<file path="config.mk">
export PLATFORM = sky130hd
export DESIGN_NAME = prog_dump_tx_flat
export DESIGN_NICKNAME = d
export VERILOG_FILES = /design/src/rtl/prog_dump_tx_if.sv /design/src/rtl/prog_dump_tx.sv /design/src/flat_wrapper.sv
export SDC_FILE = /design/constraint.sdc
export NUM_CORES = 1
export LEC_CHECK = 0
export ABC_AREA = 1
export CAP_MARGIN = 5
export CORE_MARGIN = 3
export CORE_UTILIZATION = 51
export CTS_CLUSTER_SIZE = 20
export DETAILED_ROUTE_END_ITERATION = 7
export PLACE_DENSITY_LB_ADDON = 0.12
export SETUP_SLACK_MARGIN = 0.05
export SYNTH_ARGS = -nofsm -noshare
export SYNTH_HDL_FRONTEND = slang
export SYNTH_SLANG_ARGS = --single-unit
</file>
<file path="constraint.sdc">
create_clock -name clk -period 1.6 [get_ports clk]
set_clock_uncertainty 0.15 [all_clocks]
set_input_delay 0.32 -clock clk [delete_from_list [all_inputs] [get_ports clk]]
set_output_delay 0.32 -clock clk [all_outputs]
set_load 0.05 [all_outputs]
</file>
<file path="src/rtl/prog_dump_tx_if.sv">
// rtl/prog_dump_tx_if.sv - program memory read port between the dump transmitter and program RAM
interface prog_dump_tx_if;
    logic [15:0] prog_add;
    logic        prog_re;
    logic [15:0] prog_data;

    modport master (
        output prog_add,
        output prog_re,
        input  prog_data
    );

    modport slave (
        input  prog_add,
        input  prog_re,
        output prog_data
    );
endinterface

</file>
<file path="src/rtl/prog_dump_tx.sv">
// rtl/prog_dump_tx.sv - reads program memory word by word and sends it as 8N1 UART bytes (PROG_DUMP_CSUM_EN appends a checksum byte)
module prog_dump_tx #(
    parameter int BAUD_DIV = 217,
    parameter int WORDS    = 1024
) (
    input  logic                  clk,
    input  logic                  rst,
    input  logic                  start,
    prog_dump_tx_if.master        mem,
    output logic                  uart_tx,
    output logic                  busy,
    output logic                  done
);

    typedef enum logic [2:0] {
        S_IDLE,
        S_FETCH,
        S_WAIT,
        S_SEND_LO,
        S_SEND_HI,
        S_FIN
`ifdef PROG_DUMP_CSUM_EN
        , S_CSUM
`endif
    } state_t;

    localparam logic [15:0] BAUD_RELOAD = 16'(BAUD_DIV - 1);
    localparam logic [16:0] LAST_ADDR   = 17'(WORDS - 1);

    state_t      state_q, state_d;
    logic [16:0] addr_q, addr_d;
    logic [15:0] word_q, word_d;
    logic [15:0] baud_q, baud_d;
    logic [3:0]  bit_q, bit_d;
    logic [8:0]  shift_q, shift_d;
    logic        tx_q, tx_d;
    logic        busy_q, busy_d;
`ifdef PROG_DUMP_CSUM_EN
    logic [7:0]  sum_q, sum_d;
`endif

    logic        sending;
    logic        frame_end;
    logic        load;
    logic [7:0]  load_byte;

    always_comb begin
        state_d   = state_q;
        addr_d    = addr_q;
        word_d    = word_q;
        baud_d    = baud_q;
        bit_d     = bit_q;
        shift_d   = shift_q;
        tx_d      = tx_q;
        busy_d    = busy_q;
`ifdef PROG_DUMP_CSUM_EN
        sum_d     = sum_q;
`endif
        load      = 1'b0;
        load_byte = 8'h00;

        sending = (state_q == S_SEND_LO) || (state_q == S_SEND_HI)
`ifdef PROG_DUMP_CSUM_EN
                  || (state_q == S_CSUM)
`endif
                  ;
        frame_end = sending && (baud_q == 16'd0) && (bit_q == 4'd9);

        // Bit serialiser: each bit holds for BAUD_DIV clocks, the stop bit ends the frame.
        if (sending) begin
            if (baud_q != 16'd0) begin
                baud_d = baud_q - 16'd1;
            end else if (bit_q != 4'd9) begin
                tx_d    = shift_q[0];
                shift_d = {1'b0, shift_q[8:1]};
                bit_d   = bit_q + 4'd1;
                baud_d  = BAUD_RELOAD;
            end
        end

        case (state_q)
            S_IDLE: begin
                if (start) begin
                    state_d = S_FETCH;
                    addr_d  = 17'd0;
                    busy_d  = 1'b1;
`ifdef PROG_DUMP_CSUM_EN
                    sum_d   = 8'h00;
`endif
                end
            end
            S_FETCH: state_d = S_WAIT;
            S_WAIT: begin
                word_d    = mem.prog_data;
                load      = 1'b1;
                load_byte = mem.prog_data[7:0];
                state_d   = S_SEND_LO;
            end
            S_SEND_LO: begin
                if (frame_end) begin
                    load      = 1'b1;
                    load_byte = word_q[15:8];
                    state_d   = S_SEND_HI;
                end
            end
            S_SEND_HI: begin
                if (frame_end) begin
                    if (addr_q == LAST_ADDR) begin
`ifdef PROG_DUMP_CSUM_EN
                        load      = 1'b1;
                        load_byte = ~sum_q + 8'd1;
                        state_d   = S_CSUM;
`else
                        state_d   = S_FIN;
`endif
                    end else begin
                        addr_d  = addr_q + 17'd1;
                        state_d = S_FETCH;
                    end
                end
            end
`ifdef PROG_DUMP_CSUM_EN
            S_CSUM: begin
                if (frame_end) begin
                    state_d = S_FIN;
                end
            end
`endif
            S_FIN: begin
                busy_d  = 1'b0;
                state_d = S_IDLE;
            end
            default: state_d = S_IDLE;
        endcase

        // A new frame starts with its start bit on the very next clock, so frames abut.
        if (load) begin
            shift_d = {1'b1, load_byte};
            tx_d    = 1'b0;
            baud_d  = BAUD_RELOAD;
            bit_d   = 4'd0;
`ifdef PROG_DUMP_CSUM_EN
            sum_d   = sum_q + load_byte;
`endif
        end
    end

    always_ff @(posedge clk or negedge rst) begin
        if (!rst) begin
            state_q <= S_IDLE;
            addr_q  <= 17'd0;
            word_q  <= 16'd0;
            baud_q  <= 16'd0;
            bit_q   <= 4'd0;
            shift_q <= 9'd0;
            tx_q    <= 1'b1;
            busy_q  <= 1'b0;
`ifdef PROG_DUMP_CSUM_EN
            sum_q   <= 8'h00;
`endif
        end else begin
            state_q <= state_d;
            addr_q  <= addr_d;
            word_q  <= word_d;
            baud_q  <= baud_d;
            bit_q   <= bit_d;
            shift_q <= shift_d;
            tx_q    <= tx_d;
            busy_q  <= busy_d;
`ifdef PROG_DUMP_CSUM_EN
            sum_q   <= sum_d;
`endif
        end
    end

    assign mem.prog_add = addr_q[15:0];
    assign mem.prog_re  = (state_q == S_FETCH);
    assign uart_tx      = tx_q;
    assign busy         = busy_q;
    assign done         = (state_q == S_FIN);

endmodule
</file>
<file path="src/flat_wrapper.sv">
// flat-port wrapper written by rule: the top's interface ports become plain ports
module prog_dump_tx_flat 
#(
    parameter int BAUD_DIV = 217,
    parameter int WORDS    = 1024
)
  (clk, rst, start, uart_tx, busy, done, mem_prog_add, mem_prog_re, mem_prog_data);
  prog_dump_tx_if mem_i ();
  input  logic clk;
  input  logic rst;
  input  logic start;
  output logic uart_tx;
  output logic busy;
  output logic done;
  output wire logic [$bits(mem_i.prog_add)-1:0] mem_prog_add;
  output wire logic [$bits(mem_i.prog_re)-1:0] mem_prog_re;
  input wire logic [$bits(mem_i.prog_data)-1:0] mem_prog_data;
  assign mem_prog_add = mem_i.prog_add;
  assign mem_prog_re = mem_i.prog_re;
  assign mem_i.prog_data = mem_prog_data;
  prog_dump_tx #(.BAUD_DIV(BAUD_DIV), .WORDS(WORDS)) u_core (.clk(clk), .rst(rst), .start(start), .mem(mem_i), .uart_tx(uart_tx), .busy(busy), .done(done));
endmodule
</file>
==> run metrics, run 1 <==
maxcap violations 0; initial antenna violation count 0; H-tree Lvls 3; layout cells sized above 1 0.417; hold_ws 0.336 ns; CP arrival 1.41 ns; dpl ws -0.197 ns; startpoint types register; Critical Path Fanout Max 3; Slowest-stage cell, CP dfrtp_1; fillcell total 331; die height 90.5 um; failing checks negative setup slack; pin count of the biggest net entering global routing 60; Synth Net Count 525; Int Power 5.41 mW; Slew Limit Fails 0; routed via count 4,264; placed cell count between 700 and 800; CTS clock-pin slew for the worst setup and hold paths 0.08 ns; fin crit period 1.88 ns; Worst Path Buf+Inv 3; Sequential Power Share 0.231; antenna-violating nets left 0; Static Leak 2.88 nW; PwrDens 1640 mW/mm^2; Post-synth EDFFs 0; crit path cell chain inv_2 -> buf_6 -> nor3_4 -> buf_12; PortBufs 38; CP Capture Type primary output; global-route wire length before repair 20,300 um; core area 0.00687 sq mm; GR Util met2 0.539; P&R area growth vs syn 63.8%; CP required 1.13 ns; top cells by area, synth dfrtp_1, nand2_1, nor2_1; setup TNS -9.30 ns; Synth Flop Type dfrtp_1; initial DRC count 374; initial core utilization 0.531; Switching Share 0.449; worst skew pair latency about 0.36 ns; count of cell types in the netlist 36; critical setup path kind reg2out; Crit path max-delay family flip-flops; DIE AREA between 0.008 and 0.009 sq mm; GPL Wtd Cong 0.865; Hold Path Class reg2reg; CTS tree yes; clk buf depth 2; slowest stage delay, CP 0.43 ns; routed wire length 13,900 um; met1 GRT Util 0.372; placement row count 30; post-synthesis register bit count 59; First-pass DRT Iterations 6; Clk network pwr share 0.167; Final Cycle Share 1.18; Post-synth ARST share 1.00; yosys warns 0; measured slew at the worst slew-check pin 0.478 ns; Peak VDD IR 1200 uV; # setup viols final 52; Worst R2R Setup Slack -0.27 ns; max frequency 531 MHz; most frequent cells in the layout nand2_1, buf_4, dfrtp_1; Final Non-Filler Cells 758; DRC Markers 0; outcome complete, but fails checks; area share of the largest cell type after synthesis 0.398; Seq/Total Area, Yosys 0.405; GRT Util Overall 0.308; Final Power roughly 10 mW; Top Usage Layer GRT met2; Clock Sinks 59; gr ovfl total 0; area leader, netlist dfrtp_1; Post-Syn Instances 502; Cell Area, Synth 0.00364 sq mm; Max-slew headroom 0.679; Chip Width 90.5 um; logic gate share of total power 0.602; drt via density approximately 5.6; antenna cells 0; Num CTS Buffers 9; vias in the first global route roughly 4,300; Fin. Hold Viols 0; RSZ-0062 raised after global routing yes; most common cell after layout, fill and taps aside nand2_1; fin worst setup slack -0.284 ns; M3 GR Usage 0.0567; post-DP HPWL approximately 6800 um; nets 680; drt wl/cell 18.4 um; Ports 39; Psw 4.41 mW; Post-Syn Area per Cell 7.26 sq um; clock tree root buffer cell clkbuf_8
==> worst min-delay path, stage by stage (launching register included) <==
cell,delay [ns]
dfrtp_1,0.35
nand2_1,0.06
nand2_1,0.05
==> synth_stat cells (3+ instances only) <==
master,count
nand2_2,8
o21ai_0,23
xnor2_1,3
nor2_4,5
nand3_2,3
o21ai_1,5
a21oi_1,7
nand3_1,45
ha_1,4
nor3_1,11
buf_6,4
buf_4,17
nand4_1,3
xor2_1,15
inv_2,5
nor2_1,73
dfrtp_1,58
inv_1,37
nand2_1,155
==> final cells by class <==
| class | instances | area [sq um] | area share |
|---|---|---|---|
| repair buffers | 162 | 1660 | 0.278 |
| clock buffers | 12 | 155 | 0.0260 |
| repair inverters | 3 | 17.5 | 0.00293 |
| well taps | 96 | 120 | 0.0201 |
| flip-flops and latches | 59 | 1480 | 0.248 |
| inverters | 43 | 181 | 0.0304 |
| multi-input cells | 379 | 2280 | 0.382 |
| clock inverters | 4 | 73.8 | 0.0124 |
==> worst paths after layout <==
kind | startpoint | end | cells after the start
worst min-delay path | u_core.shift_q[0] | u_core.shift_q[0] | 2
worst max-delay path | u_core.state_q[2] | done | 4
worst min register to register | u_core.shift_q[0] | u_core.shift_q[0] | 2
max in group asynchronous | rst | u_core.state_q[1] | 3
min in group asynchronous | rst | u_core.baud_q[3] | 3
worst max register to register | u_core.addr_q[9] | u_core.addr_q[15] | 9
==> routing by layer <==
metal / routed length, um / vias to the layer above
met5: 0 / -
met4: 676 / 0
met3: 1110 / 74
met2: 6990 / 262
met1: 5150 / 2027
li1: - / 1901
==> kinds of logic (layout without fill, tap and decap cells) <==
kind of cell | count (synthesis) | count (layout) | synth area share
buf+inv | 68 | 224 | 0.0965
fa+ha+maj | 4 | 4 | 0.0137
simple gates | 313 | 317 | 0.383
compound gates | 40 | 40 | 0.0584
xor+xnor | 18 | 18 | 0.0433
flops | 59 | 59 | 0.405
==> repair_timing <==
item	4_1_cts	5_1_grt
setup endpoints to repair	55	60
endpoints found under the hold margin	58	0
pin swaps	15	13
setup buffers	18	13
resized for setup	67	49
hold buffers	1	0
cloned	7	0
==> stage by stage <==
step / utilization / instance area, sq um
after CTS: 0.837 / 5750
after floorplan: - / 3790
after global routing: 0.869 / 5970
final: 0.869 / 5970
after global placement: 0.736 / 5050
after detailed placement: 0.736 / 5050
==> power groups by stage <==
stage | clock, mW | sequential [mW] | combinational, mW
6_report | 1.64 | 2.27 | 5.91
5_1_grt | 1.70 | 2.30 | 6.31
4_1_cts | 1.62 | 2.21 | 5.21
3_5_place_dp | 0 | 2.24 | 4.38
3_3_place_gp | 0 | 2.22 | 4.28
2_1_floorplan | 0 | 2.30 | 2.62
==> flip-flops by register name (all words and copies together) (netlist names) <==
signal / flops
u_core.busy: 1
u_core.bit_q: 4
u_core.uart_tx: 1
u_core.shift_q: 9
u_core.addr_q: 17
u_core.state_q: 3
u_core.baud_q: 16
u_core.word_q: 8
No activity file was read; power rests on OpenSTA's default activity.
==> run 2, diff against run 1 <==
- CORE_UTILIZATION: 51 -> 35
- CTS_CLUSTER_SIZE: 20 -> 16
- REMOVE_ABC_BUFFERS: unset -> 1
==> run 2 against run 1 <==
Effect of this change:
- the flow still finishes with violations (negative setup slack)
- worst setup slack gained 0.058 ns
- clock-buffer cell count shrank 2
- register-to-register slack gained 0.06 ns
- global-route usage shrank 11 points
==> run metrics, run 2 (same netlist as run 1, synthesis figures left out) <==
antenna cells 0; Max-slew headroom 0.728; CTS clock-pin slew for the worst setup and hold paths 0.07 ns; Switching Share 0.440; logic gate share of total power 0.615; startpoint types register; Hold Path Class in2async; DP Area 0.00504 sq mm; R2R cell count 10; Ports 39; Static Leak ~2.9 nW; Clock Sinks 59; worst skew pair latency 0.34 ns; Final Cell Area 0.00605 sq mm; PwrDens 1580 mW/mm^2; Slew Limit Fails 0; measured slew at the worst slew-check pin 0.409 ns; RSZ-0062 raised after global routing yes; Sequential Power Share 0.237; max frequency 548 MHz; Top Usage Layer GRT met2; outcome complete, but fails checks; GPL Wtd Cong 0.880; fillcell total 874; nets between 600 and 700; hold_ws 0.292 ns; biggest regs u_core.addr_q x17, u_core.baud_q x16, u_core.shift_q x9; # setup viols final 52; most common cell after layout, fill and taps aside nand2_1; placement row count 36; vias in the first global route 3,892; clock tree root buffer cell clkbuf_8; CP Capture Type primary output; PortBufs 38; FF-to-FF Start u_core.baud_q[9]; pin count of the biggest net entering global routing 31; fin crit period about 1.8 ns; H-tree Lvls 3; initial core utilization 0.366; Final Cycle Share 1.14; initial antenna violation count 0; routed via count 3,725; gr ovfl total 0; failing checks negative setup slack; M3 GR Usage 0.0340; Num CTS Buffers 9; Peak VDD IR 842 uV; antenna-violating nets left 0; initial DRC count roughly 150; largest reg by FF count u_core.addr_q; CTS tree yes; drt via density 4.69; DIE AREA around 0.012 sq mm; dpl ws -0.292 ns; placed cell count 752; post-DP HPWL 7130 um; Clk network pwr share 0.148; Critical Path Fanout Max 4; Final Non-Filler Cells 794; Int Power roughly 5.4 mW; Chip Width 108 um; GR Util met2 0.327; drt wl/cell 13.4 um; Fin. Hold Viols 0; DRC Markers 0; routed wire length 10,600 um; die height 108 um; fin worst setup slack -0.226 ns; met1 GRT Util 0.254; Worst R2R Setup Slack -0.21 ns; CP required 1.13 ns; GRT Util Overall 0.194; max FFs per register 17; final core utilization 0.608; CP arrival 1.36 ns; Psw 4.22 mW; most frequent cells in the layout nand2_1, buf_4, nor2_1, dfrtp_1, inv_1; clk buf depth 2; P&R area growth vs syn 66.0%; maxcap violations 0; First-pass DRT Iterations 4; core area 0.00995 sq mm; critical setup path kind reg2out; layout cells sized above 1 0.455; global-route wire length before repair 18,200 um; RR Endpoint u_core.baud_q[12]
[run 2: metrics by stage]
step	total power [mW]	setup TNS, ns
floorplan	4.49	-17.06
global placement	6.45	-8.30
detailed placement	6.51	-9.66
CTS	9.14	-8.52
global route	10.3	-12.83
finish	9.58	-8.27
[run 2: what timing repair did]
action                                 CTS  global route
pin swaps                               40            22
setup endpoints to repair               53            58
hold buffers                             1             0
cloned                                   2             1
setup buffers                           18             7
gates resized for setup                136            50
endpoints found under the hold margin   10             0
[run 2: per-layer routing]
layer  routed length (um)  vias up
met4                  176        0
met5                    0        -
met1                 4950     1763
met2                 5180       58
met3                  295       15
li1                     -     1889
[run 2: final cells by class]
type,count,area (sq um),area share
sequential,59,1480,0.245
timing repair buffer,166,1700,0.281
timing repair inverter,1,6.26,0.00103
inverter,43,178,0.0294
multi-input combinational,376,2310,0.382
clock inverter,6,63.8,0.0105
tap,133,166,0.0275
clock buffer,10,138,0.0228
[run 2: worst max path at each step]
stage | start | end | depth (start not counted) | slack, ns
detailed placement | u_core.baud_q[0] | u_core.baud_q[14] | 11 | -0.29
global placement | u_core.baud_q[0] | u_core.baud_q[14] | 11 | -0.26
global route | u_core.baud_q[11] | u_core.shift_q[4] | 10 | -0.30
finish | u_core.state_q[1] | done | 4 | -0.23
CTS | u_core.state_q[2] | done | 5 | -0.26
floorplan | u_core.addr_q[0] | u_core.addr_q[15] | 6 | -0.55
[run 2: worst max-delay path, cell delays in order, from the launching register on]
cell	delay, ns
dfrtp_2	0.44
buf_6	0.15
nor3_4	0.18
buf_6	0.13
buf_12	0.12
[run 2: power groups by stage]
| stage | sequential, mW | combinational (mW) | clock, mW |
|---|---|---|---|
| after floorplan | 2.31 | 2.18 | 0 |
| after global placement | 2.21 | 4.24 | 0 |
| after detailed placement | 2.21 | 4.30 | 0 |
| after CTS | 2.22 | 5.46 | 1.45 |
| after global routing | 2.31 | 6.48 | 1.54 |
| final | 2.27 | 5.89 | 1.41 |
==> run 3, diff against run 2 <==
- ABC_AREA: 1 -> unset
==> run 3 against run 2 <==
Effect of this change:
- routed wire length decreased by 11%
- sequential power decreased by 33%
- flip-flop and latch count unchanged
- register-to-register slack got worse by 0.44 ns
- sequential share of layout area increased by 1.5 points
- synthesized cell count decreased by 33%
- utilization increased by 3.2 points
- first-iteration DRC count decreased by 30%
- combinational power decreased by 98%
- the run still ends with negative setup slack left
- worst hold slack improved by 0.058 ns
- synthesized area decreased by 11%
- total power decreased by 65%
==> run metrics, run 3 <==
most frequent cells after synthesis dfrtp_1, o21ai_0, a21oi_1, or3_1, nand2_1; Max-slew headroom 0.743; largest reg by FF count u_core.addr_q; startpoint types register; H-tree Lvls 3; Slowest-stage cell, CP or4_4; post-DP HPWL between 5000 and 6000 um; Final Cycle Share 1.40; nets 499; Final Non-Filler Cells 589; Post-Syn Area per Cell 9.73 sq um; fillcell total 672; fin crit period 2.25 ns; critical setup path kind reg2reg; CTS tree yes; PwrDens 584 mW/mm^2; global-route wire length before repair 14,900 um; measured slew at the worst slew-check pin between 0.3 and 0.4 ns; yosys warns 0; layout cells sized above 1 0.518; GPL Wtd Cong 0.842; CP required 1.73 ns; crit path cell chain or4_4 -> nor2_4 -> o2111ai_4 -> buf_12 -> or4_4 -> a21oi_2; post-synthesis register bit count 59; outcome complete, but fails checks; Top cell by count, worst path or4_4; DIE AREA 0.0105 sq mm; maxcap violations 0; # setup viols final 60; failing checks negative setup slack; dpl ws -0.780 ns; drt via density 5.25; fin worst setup slack -0.647 ns; Peak VDD IR 406 uV; drt wl/cell ~16 um; Static Leak approximately 2.5 nW; Post-synth ARST share 1.00; Hold Path Class in2async; First-pass DRT Iterations 4; Num CTS Buffers 9; Fin. Hold Viols 0; FF-to-FF Start u_core.baud_q[12]; placed cell count roughly 550; initial core utilization 0.367; Chip Width about 100 um; most common cell after layout, fill and taps aside buf_4; Post-Syn Instances 335; biggest regs u_core.addr_q x17, u_core.baud_q x16, u_core.shift_q x9; Final Cell Area 0.00568 sq mm; most frequent cells in the layout buf_4, dfrtp_1, buf_6; CTS clock-pin slew for the worst setup and hold paths 0.08 ns; PortBufs 38; Cell Area, Synth approximately 0.0033 sq mm; Post-synth EDFFs 0; placement row count 34; routed via count just over 3,000; gr ovfl total 0; count of cell types in the netlist 58; slowest stage delay, CP 0.60 ns; max frequency 445 MHz; pin count of the biggest net entering global routing 60; count leader, synth dfrtp_1; P&R area growth vs syn 74.4%; initial antenna violation count 0; core area 0.00889 sq mm; clock tree root buffer cell clkbuf_8; clk buf depth 2; CP arrival 2.38 ns; DP Area 0.00451 sq mm; final core utilization 0.639; antenna cells 0; max FFs per register 17; antenna-violating nets left 0; Ports 39; RSZ-0062 raised after global routing yes; vias in the first global route just over 3,000; top cells by area, synth dfrtp_1, o21ai_0, or3_1; Critical Path Fanout Max 6; CP Launch Point u_core.baud_q[12]; Slew Limit Fails 0; worst skew pair latency 0.34 ns; routed wire length 9450 um; die height 103 um; Seq/Total Area, Yosys 0.453; CP Capture Type register; GRT Util Overall 0.181; Clock Sinks 59; area leader, netlist dfrtp_1; area share of the largest cell type after synthesis 0.445; DRC Markers 0; initial DRC count 105; Synth Flop Type dfrtp_1
-- run 3: logic make-up (layout without fill, tap and decap cells) --
family | after synthesis | after routing | synth area share
and+or+nand+nor | 124 | 124 | 0.228
xor gates and xnor gates | 8 | 8 | 0.0215
DFF | 59 | 59 | 0.453
AOI/OAI and AO/OA | 88 | 88 | 0.167
buffers and inverters | 39 | 185 | 0.0714
muxes | 13 | 13 | 0.0430
adders and majority gates | 4 | 4 | 0.0154
-- run 3: worst paths after layout --
| path | to | slack, ns | cells past startpoint |
|---|---|---|---|
| max | u_core.addr_q[9] | -0.65 | 6 |
| min | u_core.addr_q[7] | 0.35 | 3 |
| max reg2reg | u_core.addr_q[9] | -0.65 | 6 |
| min reg2reg | u_core.word_q[8] | 0.36 | 1 |
| max in group asynchronous | u_core.uart_tx | 0.61 | 3 |
| min in group clk | u_core.word_q[8] | 0.36 | 1 |
-- run 3: critical path: cells and delay by family (launching register included) --
family | cells | cell delay (ns)
buffers and inverters | 1 | 0.19
AND/OR/NAND/NOR | 3 | 1.18
flip-flops | 1 | 0.38
AO/OA/AOI/OAI | 2 | 0.30
-- run 3: layer usage --
metal	track usage	part of all wire	vias to the layer above
met1	0.235	0.45	1515
met5	0	0	-
met2	0.299	0.51	54
met4	0.0595	0.013	0
met3	0.0413	0.030	13
li1	-	-	1510
-- run 3: repair_timing --
item / CTS / global route
hold buffers: 1 / 0
endpoints found under the hold margin: 58 / 0
cloned: 2 / 3
resized for setup: 68 / 84
pin swaps: 23 / 39
endpoints found under the setup margin: 60 / 70
buffers inserted: 8 / 18
-- run 3: power breakdown --
group | switching [mW] | internal, mW
registers | 0.0157 | 1.51
clock network | 0.648 | 1.03
logic | 0.0437 | 0.0700
total | 0.707 | 2.61
-- run 3: metrics by stage --
stage | total power, mW | setup TNS [ns] | hold WS, ns
4_1_cts | 3.34 | -28.11 | 0.359
3_3_place_gp | 1.65 | -32.71 | 0.205
3_5_place_dp | 1.65 | -33.49 | 0.200
5_1_grt | 3.44 | -34.74 | 0.373
2_1_floorplan | 1.57 | -38.76 | -0.126
6_report | 3.32 | -30.29 | 0.351
-- run 3: layout make-up --
| type | instances | area [sq um] | area share |
|---|---|---|---|
| clock inverter | 7 | 116 | 0.0205 |
| inverter | 9 | 36.3 | 0.00638 |
| clock buffer | 9 | 124 | 0.0218 |
| tap | 108 | 135 | 0.0238 |
| sequential | 59 | 1480 | 0.260 |
| multi-input combinational | 237 | 2030 | 0.357 |
| timing repair buffer | 160 | 1770 | 0.311 |
